### src/rtl/approx_product_error_monitor_pkg.sv
// Shared types and sizing helpers for the approximate-product error monitors.
package approx_pkg;

  localparam int unsigned DEFAULT_PROD_W = 64;

  typedef enum logic [1:0] {
    IDLE,
    RUN,
    DRAIN,
    DONE
  } state_e;

  // Width needed to hold the values 0..n inclusive.
  function automatic int unsigned cnt_width(input int unsigned n);
    return $clog2(n + 1);
  endfunction

endpackage

### src/rtl/approx_product_error_monitor_abs_diff.sv
// Unsigned absolute difference |a - b| at full width, without wrap-around.
module abs_diff_unsigned #(
  parameter int unsigned PROD_W = 64
) (
  input  logic [PROD_W-1:0] a,
  input  logic [PROD_W-1:0] b,
  output logic [PROD_W-1:0] diff
);

  always_comb begin
    diff = (a >= b) ? (a - b) : (b - a);
  end

endmodule

### src/rtl/approx_product_error_monitor.sv
// Windowed error statistics (count, sum, max of |approx - exact|) for approximate multipliers.
module approx_product_error_monitor
  import approx_pkg::*;
#(
  parameter int unsigned PROD_W    = DEFAULT_PROD_W,
  parameter int unsigned N_SAMPLES = 256,
  parameter int unsigned CNT_W     = cnt_width(N_SAMPLES),
  parameter int unsigned SUM_W     = PROD_W + CNT_W
) (
  input  logic              clk,
  input  logic              rst,
  input  logic              start,
  input  logic              in_valid,
  output logic              in_ready,
  input  logic [PROD_W-1:0] approx_prod,
  input  logic [PROD_W-1:0] exact_prod,
  output logic              done,
  output logic [CNT_W-1:0]  sample_count,
  output logic [CNT_W-1:0]  err_count,
  output logic [SUM_W-1:0]  err_sum,
  output logic [PROD_W-1:0] err_max
);

  state_e state_q, state_d;

  logic [CNT_W-1:0]  acc_q, acc_d;
  logic [PROD_W-1:0] abs_q;
  logic              v1_q;
  logic [PROD_W-1:0] abs_d;
  logic [CNT_W-1:0]  samp_q, samp_d;
  logic [CNT_W-1:0]  errc_q, errc_d;
  logic [SUM_W-1:0]  sum_q, sum_d;
  logic [PROD_W-1:0] max_q, max_d;

  logic accept;
  logic clear;
  logic last_accept;

  abs_diff_unsigned #(
    .PROD_W(PROD_W)
  ) u_abs (
    .a   (approx_prod),
    .b   (exact_prod),
    .diff(abs_d)
  );

  assign in_ready    = (state_q == RUN);
  assign done        = (state_q == DONE);
  assign accept      = in_valid && in_ready;
  assign clear       = start && ((state_q == IDLE) || (state_q == DONE));
  assign last_accept = accept && (acc_q == CNT_W'(N_SAMPLES - 1));

  always_comb begin
    state_d = state_q;
    unique case (state_q)
      IDLE, DONE: if (start) state_d = RUN;
      RUN:        if (last_accept) state_d = DRAIN;
      DRAIN:      state_d = DONE;
      default:    state_d = IDLE;
    endcase
  end

  always_comb begin
    acc_d  = acc_q;
    samp_d = samp_q;
    errc_d = errc_q;
    sum_d  = sum_q;
    max_d  = max_q;
    if (accept) acc_d = acc_q + CNT_W'(1);
    // Stage 2 folds the registered difference in, one cycle after acceptance.
    if (v1_q) begin
      samp_d = samp_q + CNT_W'(1);
      errc_d = errc_q + CNT_W'(abs_q != '0);
      sum_d  = sum_q + SUM_W'(abs_q);
      if (abs_q > max_q) max_d = abs_q;
    end
  end

  always_ff @(posedge clk) begin
    if (rst) begin
      state_q <= IDLE;
      acc_q   <= '0;
      abs_q   <= '0;
      v1_q    <= 1'b0;
      samp_q  <= '0;
      errc_q  <= '0;
      sum_q   <= '0;
      max_q   <= '0;
    end else if (clear) begin
      state_q <= state_d;
      acc_q   <= '0;
      abs_q   <= '0;
      v1_q    <= 1'b0;
      samp_q  <= '0;
      errc_q  <= '0;
      sum_q   <= '0;
      max_q   <= '0;
    end else begin
      state_q <= state_d;
      acc_q   <= acc_d;
      v1_q    <= accept;
      if (accept) abs_q <= abs_d;
      samp_q  <= samp_d;
      errc_q  <= errc_d;
      sum_q   <= sum_d;
      max_q   <= max_d;
    end
  end

  assign sample_count = samp_q;
  assign err_count    = errc_q;
  assign err_sum      = sum_q;
  assign err_max      = max_q;

endmodule

### config.mk
export PLATFORM = sky130hd
export DESIGN_NAME = approx_product_error_monitor
export DESIGN_NICKNAME = d
export VERILOG_FILES = /design/src/rtl/approx_product_error_monitor_pkg.sv /design/src/rtl/approx_product_error_monitor_abs_diff.sv /design/src/rtl/approx_product_error_monitor.sv
export SDC_FILE = /design/constraint.sdc
export NUM_CORES = 1
export LEC_CHECK = 0
export BUFFER_PORTS_ARGS = -buffer_cell sky130_fd_sc_hd__buf_4
export CORE_MARGIN = 1
export CORE_UTILIZATION = 65
export CTS_BUF_LIST = sky130_fd_sc_hd__clkbuf_4 sky130_fd_sc_hd__clkbuf_8
export DETAILED_ROUTE_END_ITERATION = 6
export HOLD_SLACK_MARGIN = 0.06
export PLACE_DENSITY = 0.88
export SLEW_MARGIN = 15
export SYNTH_ARGS = -nofsm -noshare
export SYNTH_HDL_FRONTEND = slang
export SYNTH_SLANG_ARGS = --single-unit
### constraint.sdc
create_clock -name clk -period 7.7 [get_ports clk]
set_input_delay 2.31 -clock clk [delete_from_list [all_inputs] [get_ports clk]]
set_output_delay 2.31 -clock clk [all_outputs]
set_load 0.005 [all_outputs]
Yosys cells after proc, flatten, opt, wreduce, memory -nomap -nowiden
Index checks and enable logic that the tools add are counted.
{ "word_totals": {"ff_bits": 231, "inputBits": 132, "out_inout_bits": 157, "wordCells": 36} }
{ "classes": {"add_sub_neg": 6, "n_lt_le_gt_ge": 2, "n_eq_ne": 6, "muxes": 4, "n_reduce_logical": 10} }
{ "op_table": {"columns": ["cell", "count"], "rows": [
  ["$sub 64x64->64", 2],
  ["$add 73x64->73", 1],
  ["$ge 64x64->1", 1],
  ["$gt 64x64->1", 1],
  ["$mux 64", 1],
  ["$reduce_bool 64->1", 1],
  ["$add 9x1->9 const B", 2],
  ["$add 9x1->9", 1],
  ["$eq 9x8->1 const B", 1],
  ["$pmux 2 s3", 1],
  ["$eq 2x2->1 const B", 2],
  ["$mux 2", 2],
  ["$reduce_and 2->1", 2],
  ["$reduce_or 2->1", 2],
  ["$logic_and 1x1->1", 3],
  ["$eq 2x1->1 const B", 1],
  ["$logic_not 2->1", 1],
  ["$ne 2x1->1 const B", 1],
  ["$ne 2x2->1 const B", 1],
  ["$logic_or 1x1->1", 1]
]} }

Longest topological paths before layout
{ "logic_depth": {"depth_word": 5, "depth_mapped": 16, "mapped_depth_nobuf": 13} }

By module
From an unflattened synthesis, not the netlist that was laid out.
{ "hier_totals": {"cells_unflattened": 2950, "hier_area_um2": 21849.7} }
{ "modules_own_cells": {"columns": ["module", "instances", "cells_each", "area_per_inst_um2", "seq_area_each_um2"], "rows": [
  ["approx_product_error_monitor", 1, 1721, 13905.8, 4624.4],
  ["abs_diff_unsigned", 1, 1229, 7943.9, 0.0]
]} }

Worst setup path after synthesis
OpenSTA, ideal clock, no wires.
{ "synth_timing": {"path_type": "input to register", "start": "in approx_prod[7]", "end": "reg abs_q[32]", "setup_time_ns": 0.130, "arrival_ns": 5.024, "required_ns": 7.570, "slack_ns": 2.546, "stages": 15, "path_buffers": 3, "path_cell_list": "inv_1 ha_1 buf_6 a21o_1 and3_1 a211o_1 or2_4 a2111oi_4 or2_4 buf_8 buf_12 mux2i_1 o221ai_1 nand4_1 o211ai_1"} }
{ "synth_between": {"elab_chain_cells": 2, "elab_cells_between_ends": 4, "classes_between": "2 x add/sub; 1 x order compare; 1 x mux"} }
{ "synth_lines": {"columns": ["item", "line", "source"], "rows": [
  ["from (decl)", "approx_product_error_monitor.sv:15", "input logic [PROD_W-1:0] approx_prod,"],
  ["$sub 64x64->64 or $ge 64x64->1 (tied branches)", "approx_product_error_monitor_abs_diff.sv:11", "diff = (a >= b) ? (a - b) : (b - a);"],
  ["$mux 64 (*)", "approx_product_error_monitor_abs_diff.sv:11", null],
  ["to (signal assigned)", "approx_product_error_monitor.sv:102", "if (accept) abs_q <= abs_d;"],
  ["to (decl)", "approx_product_error_monitor.sv:27", "logic [PROD_W-1:0] abs_q;"]
]} }
Mark *: on every way between the ends. The rest lies on a longest branch, timed or not.
A chain may end at the register's enable or synchronous reset.

Worst setup path after layout
{ "layout_timing": {"start": "in approx_prod[45]", "end": "reg abs_q[54]"} }
Same word-level chain as after synthesis.

==> flow_metrics.env <==
export IMPL_clock_skew_ns=0.0276
export IMPL_grt_util_met2=0.660
export IMPL_arrival_ns=6.41
export IMPL_netlist_instances=3012
export IMPL_pin_count=289
export IMPL_powerDensity_nw_per_um2=185
export IMPL_cp_required_ns=8.12
export IMPL_worstMarginPinSlew_ns=1.11
export IMPL_first_pass_iters=6
export IMPL_rows=67
export IMPL_grt_pass1_vias=23200
export IMPL_synth_main_ff_cell="dfxtp_1"
export IMPL_syn_area_um2=22200
export IMPL_path_buf_inv=3
export IMPL_min_from="err_sum[72]"
export IMPL_clk_latency_ns=0.57
export IMPL_vias=24700
export IMPL_grt_first_pass_wirelength_um=122000
export IMPL_dp_cells=3581
export IMPL_timing_fmax_mhz=167
export IMPL_area_delta_synth_final_pct=13.1
export IMPL_ys_seq_elements=231
export IMPL_die_area_um2=34900
export IMPL_yosysTopAreaCell="dfxtp_1"
export IMPL_synth_top_cell_area_share=0.208
export IMPL_dp_final_hpwl_um=60700
export IMPL_cp_top_family="simple AND/OR/NAND/NOR gates"
export IMPL_p_total_mw=4.65
export IMPL_path_cells="buf_4, inv_1, ha_1, nand4_1, nor2_1, nand4_1, nor4_2, a2111oi_4, nor2_4, buf_12, o311ai_0, a31oi_1, xor2_1, o21ai_0"
export IMPL_max_slew_margin_rel=0.257
export IMPL_cts_tree="done"
export IMPL_antenna_cells=0
export IMPL_synth_edff_count=0
export IMPL_final_cells=3648
export IMPL_layout_commonest_cell="a21oi_1"
export IMPL_layout_common_cells="a21oi_1, buf_4, ha_1"
export IMPL_drv_slew=0
export IMPL_grtUsageMet3=0.0764
export IMPL_numCtsBuffers=39
export IMPL_layout_nets=3572
export IMPL_path_clk_slew_ns=0.06
export IMPL_maxCapViolCount=0
export IMPL_clockBufferDepth=3
export IMPL_critPathLaunch="approx_prod[45]"
export IMPL_drtIter0Drc=3107
export IMPL_route_detailed_drc=0
export IMPL_antenna_left=0
export IMPL_yosysWarningCount=0
export IMPL_core_area_um2=33500
export IMPL_drive_gt1_frac=0.126
export IMPL_ys_seq_area_frac=0.208
export IMPL_synth_area_leaders="dfxtp_1, ha_1, a21oi_1, a21o_1, o21ai_0"
export IMPL_cts_root_buf="clkbuf_8"
export IMPL_avgRoutedWirePerCell_um=21.6
export IMPL_hp_class="flip-flop to flip-flop"
export IMPL_gp_congestion=1.10
export IMPL_critPathMaxStageDelay_ns=0.60
export IMPL_die_x_um=187
export IMPL_rsz0062_at_grt="no"
export IMPL_track_usage=0.430
export IMPL_ctsHoldBuffers=0
export IMPL_cts_resized_gates=0
export IMPL_cts_setup_buffers=0
export IMPL_tns_ns=0
export IMPL_grt_remaining_overflow=0
export IMPL_status="complete, no violations"
export IMPL_initial_core_util=0.662
export IMPL_startpoint_type="primary input"
export IMPL_leakagePower_nw=11.4
export IMPL_cts_sinks=231
export IMPL_cts_htree_levels=2
export IMPL_async_flop_share=0
export IMPL_finalHoldViolCount=0
export IMPL_min_period_ns=5.99
export IMPL_r2r_start="abs_q[0]"
export IMPL_portBuffers=288
export IMPL_grt_antenna_before_repair=0
export IMPL_wl_um=78700
export IMPL_cp_slowest_cell="nor2_4"
export IMPL_critPathMaxFanout=37
export IMPL_grtUsageMet1=0.572
export IMPL_synth_distinct_cells=85
export IMPL_timing_final_crit_share=0.778
export IMPL_syn_nets=3410
export IMPL_die_y_um=187
export IMPL_grt_max_degree=126
export IMPL_crit_path_end_kind="flip-flop"
export IMPL_grt_busiest_layer="met2"
export IMPL_vias_per_cell=6.78
export IMPL_post_synth_cell_area_avg_um2=7.37
export IMPL_path_common_cell="nand4_1"
export IMPL_vdd_drop_max_mv=0.136
export IMPL_crit_type="primary input to flip-flop"
export IMPL_finalSetupViolations=0
export IMPL_hold_ws_ns=0.493
## cell families after synthesis
logic type	share of synthesized area
compound gates	0.296
simple gates	0.191
buf+inv	0.0773
fa+ha+maj	0.151
flops	0.208
xor+xnor	0.0462
mux	0.0303
## final cells by class
class                           count  area (um2)
Multi-Input combinational cell   2356       15900
Fill cell                        2574        8430
Sequential cell                   231        4630
Timing Repair Buffer              299        2270
Inverter                          247         927
Clock buffer                       61         771
Tap cell                          448         561
Clock inverter                      6        57.6
## stage by stage
stage	area, um2	utilization	worst slack (ns)
4_1_cts	25100	0.749	1.90
3_5_place_dp	24300	0.724	1.34
2_1_floorplan	22200	-	2.55
3_3_place_gp	24300	0.724	1.25
5_1_grt	25100	0.749	1.66
6_report	25100	0.749	1.71
## flip-flops by register name (all words and copies together), names as in the netlist
name and count:
acc_q 9, err_count 9, sample_count 9, state_q 2
v1_q 1, abs_q 64, err_max 64, err_sum 73
## metal layers
| metal | vias up | wire length, um | share of wire |
|---|---|---|---|
| met2 | 1734 | 33200 | 0.42 |
| met3 | 359 | 9390 | 0.12 |
| met1 | 11400 | 31300 | 0.40 |
| met5 | - | 0 | 0 |
| met4 | 0 | 4810 | 0.061 |
| li1 | 11300 | - | - |
## power by group
| part | internal, mW | switching (mW) | leakage [nW] |
|---|---|---|---|
| clock network | 0.668 | 0.520 | 0.440 |
| registers | 1.27 | 0.169 | 1.87 |
| logic | 0.707 | 1.31 | 9.07 |
## tightest hold or removal path, cell delays in order, from the launching register on
cell	delay [ns]
dfxtp_1	0.33
o31ai_1	0.07
a21oi_1	0.05
## cell usage after synthesis, types with 10 or more instances
cell type	instances
nor2b_1	18
buf_2	40
a211oi_1	51
nor4_1	27
a31oi_1	28
mux2i_1	65
o21a_1	28
nand4_1	91
xor2_1	53
o31ai_1	81
xnor2_1	64
nand2b_1	19
clkbuf_1	116
and3_1	16
o21ai_0	187
nand3_1	139
buf_1	10
a21o_1	125
ha_1	263
a21oi_1	324
nand2_1	204
a221oi_1	11
nor3_1	51
or4_1	10
o21bai_1	56
dfxtp_1	231
nor2_1	240
o211ai_1	35
or3_1	22
inv_1	247
## final timing paths
check	endpoint	slack (ns)	cells past startpoint
worst min-delay path	err_sum[72]	0.49	2
worst max-delay path	abs_q[54]	1.71	14
worst min register to register	err_sum[72]	0.49	2
worst max register to register	err_sum[70]	3.22	12
(Power assumes the default switching activity.)
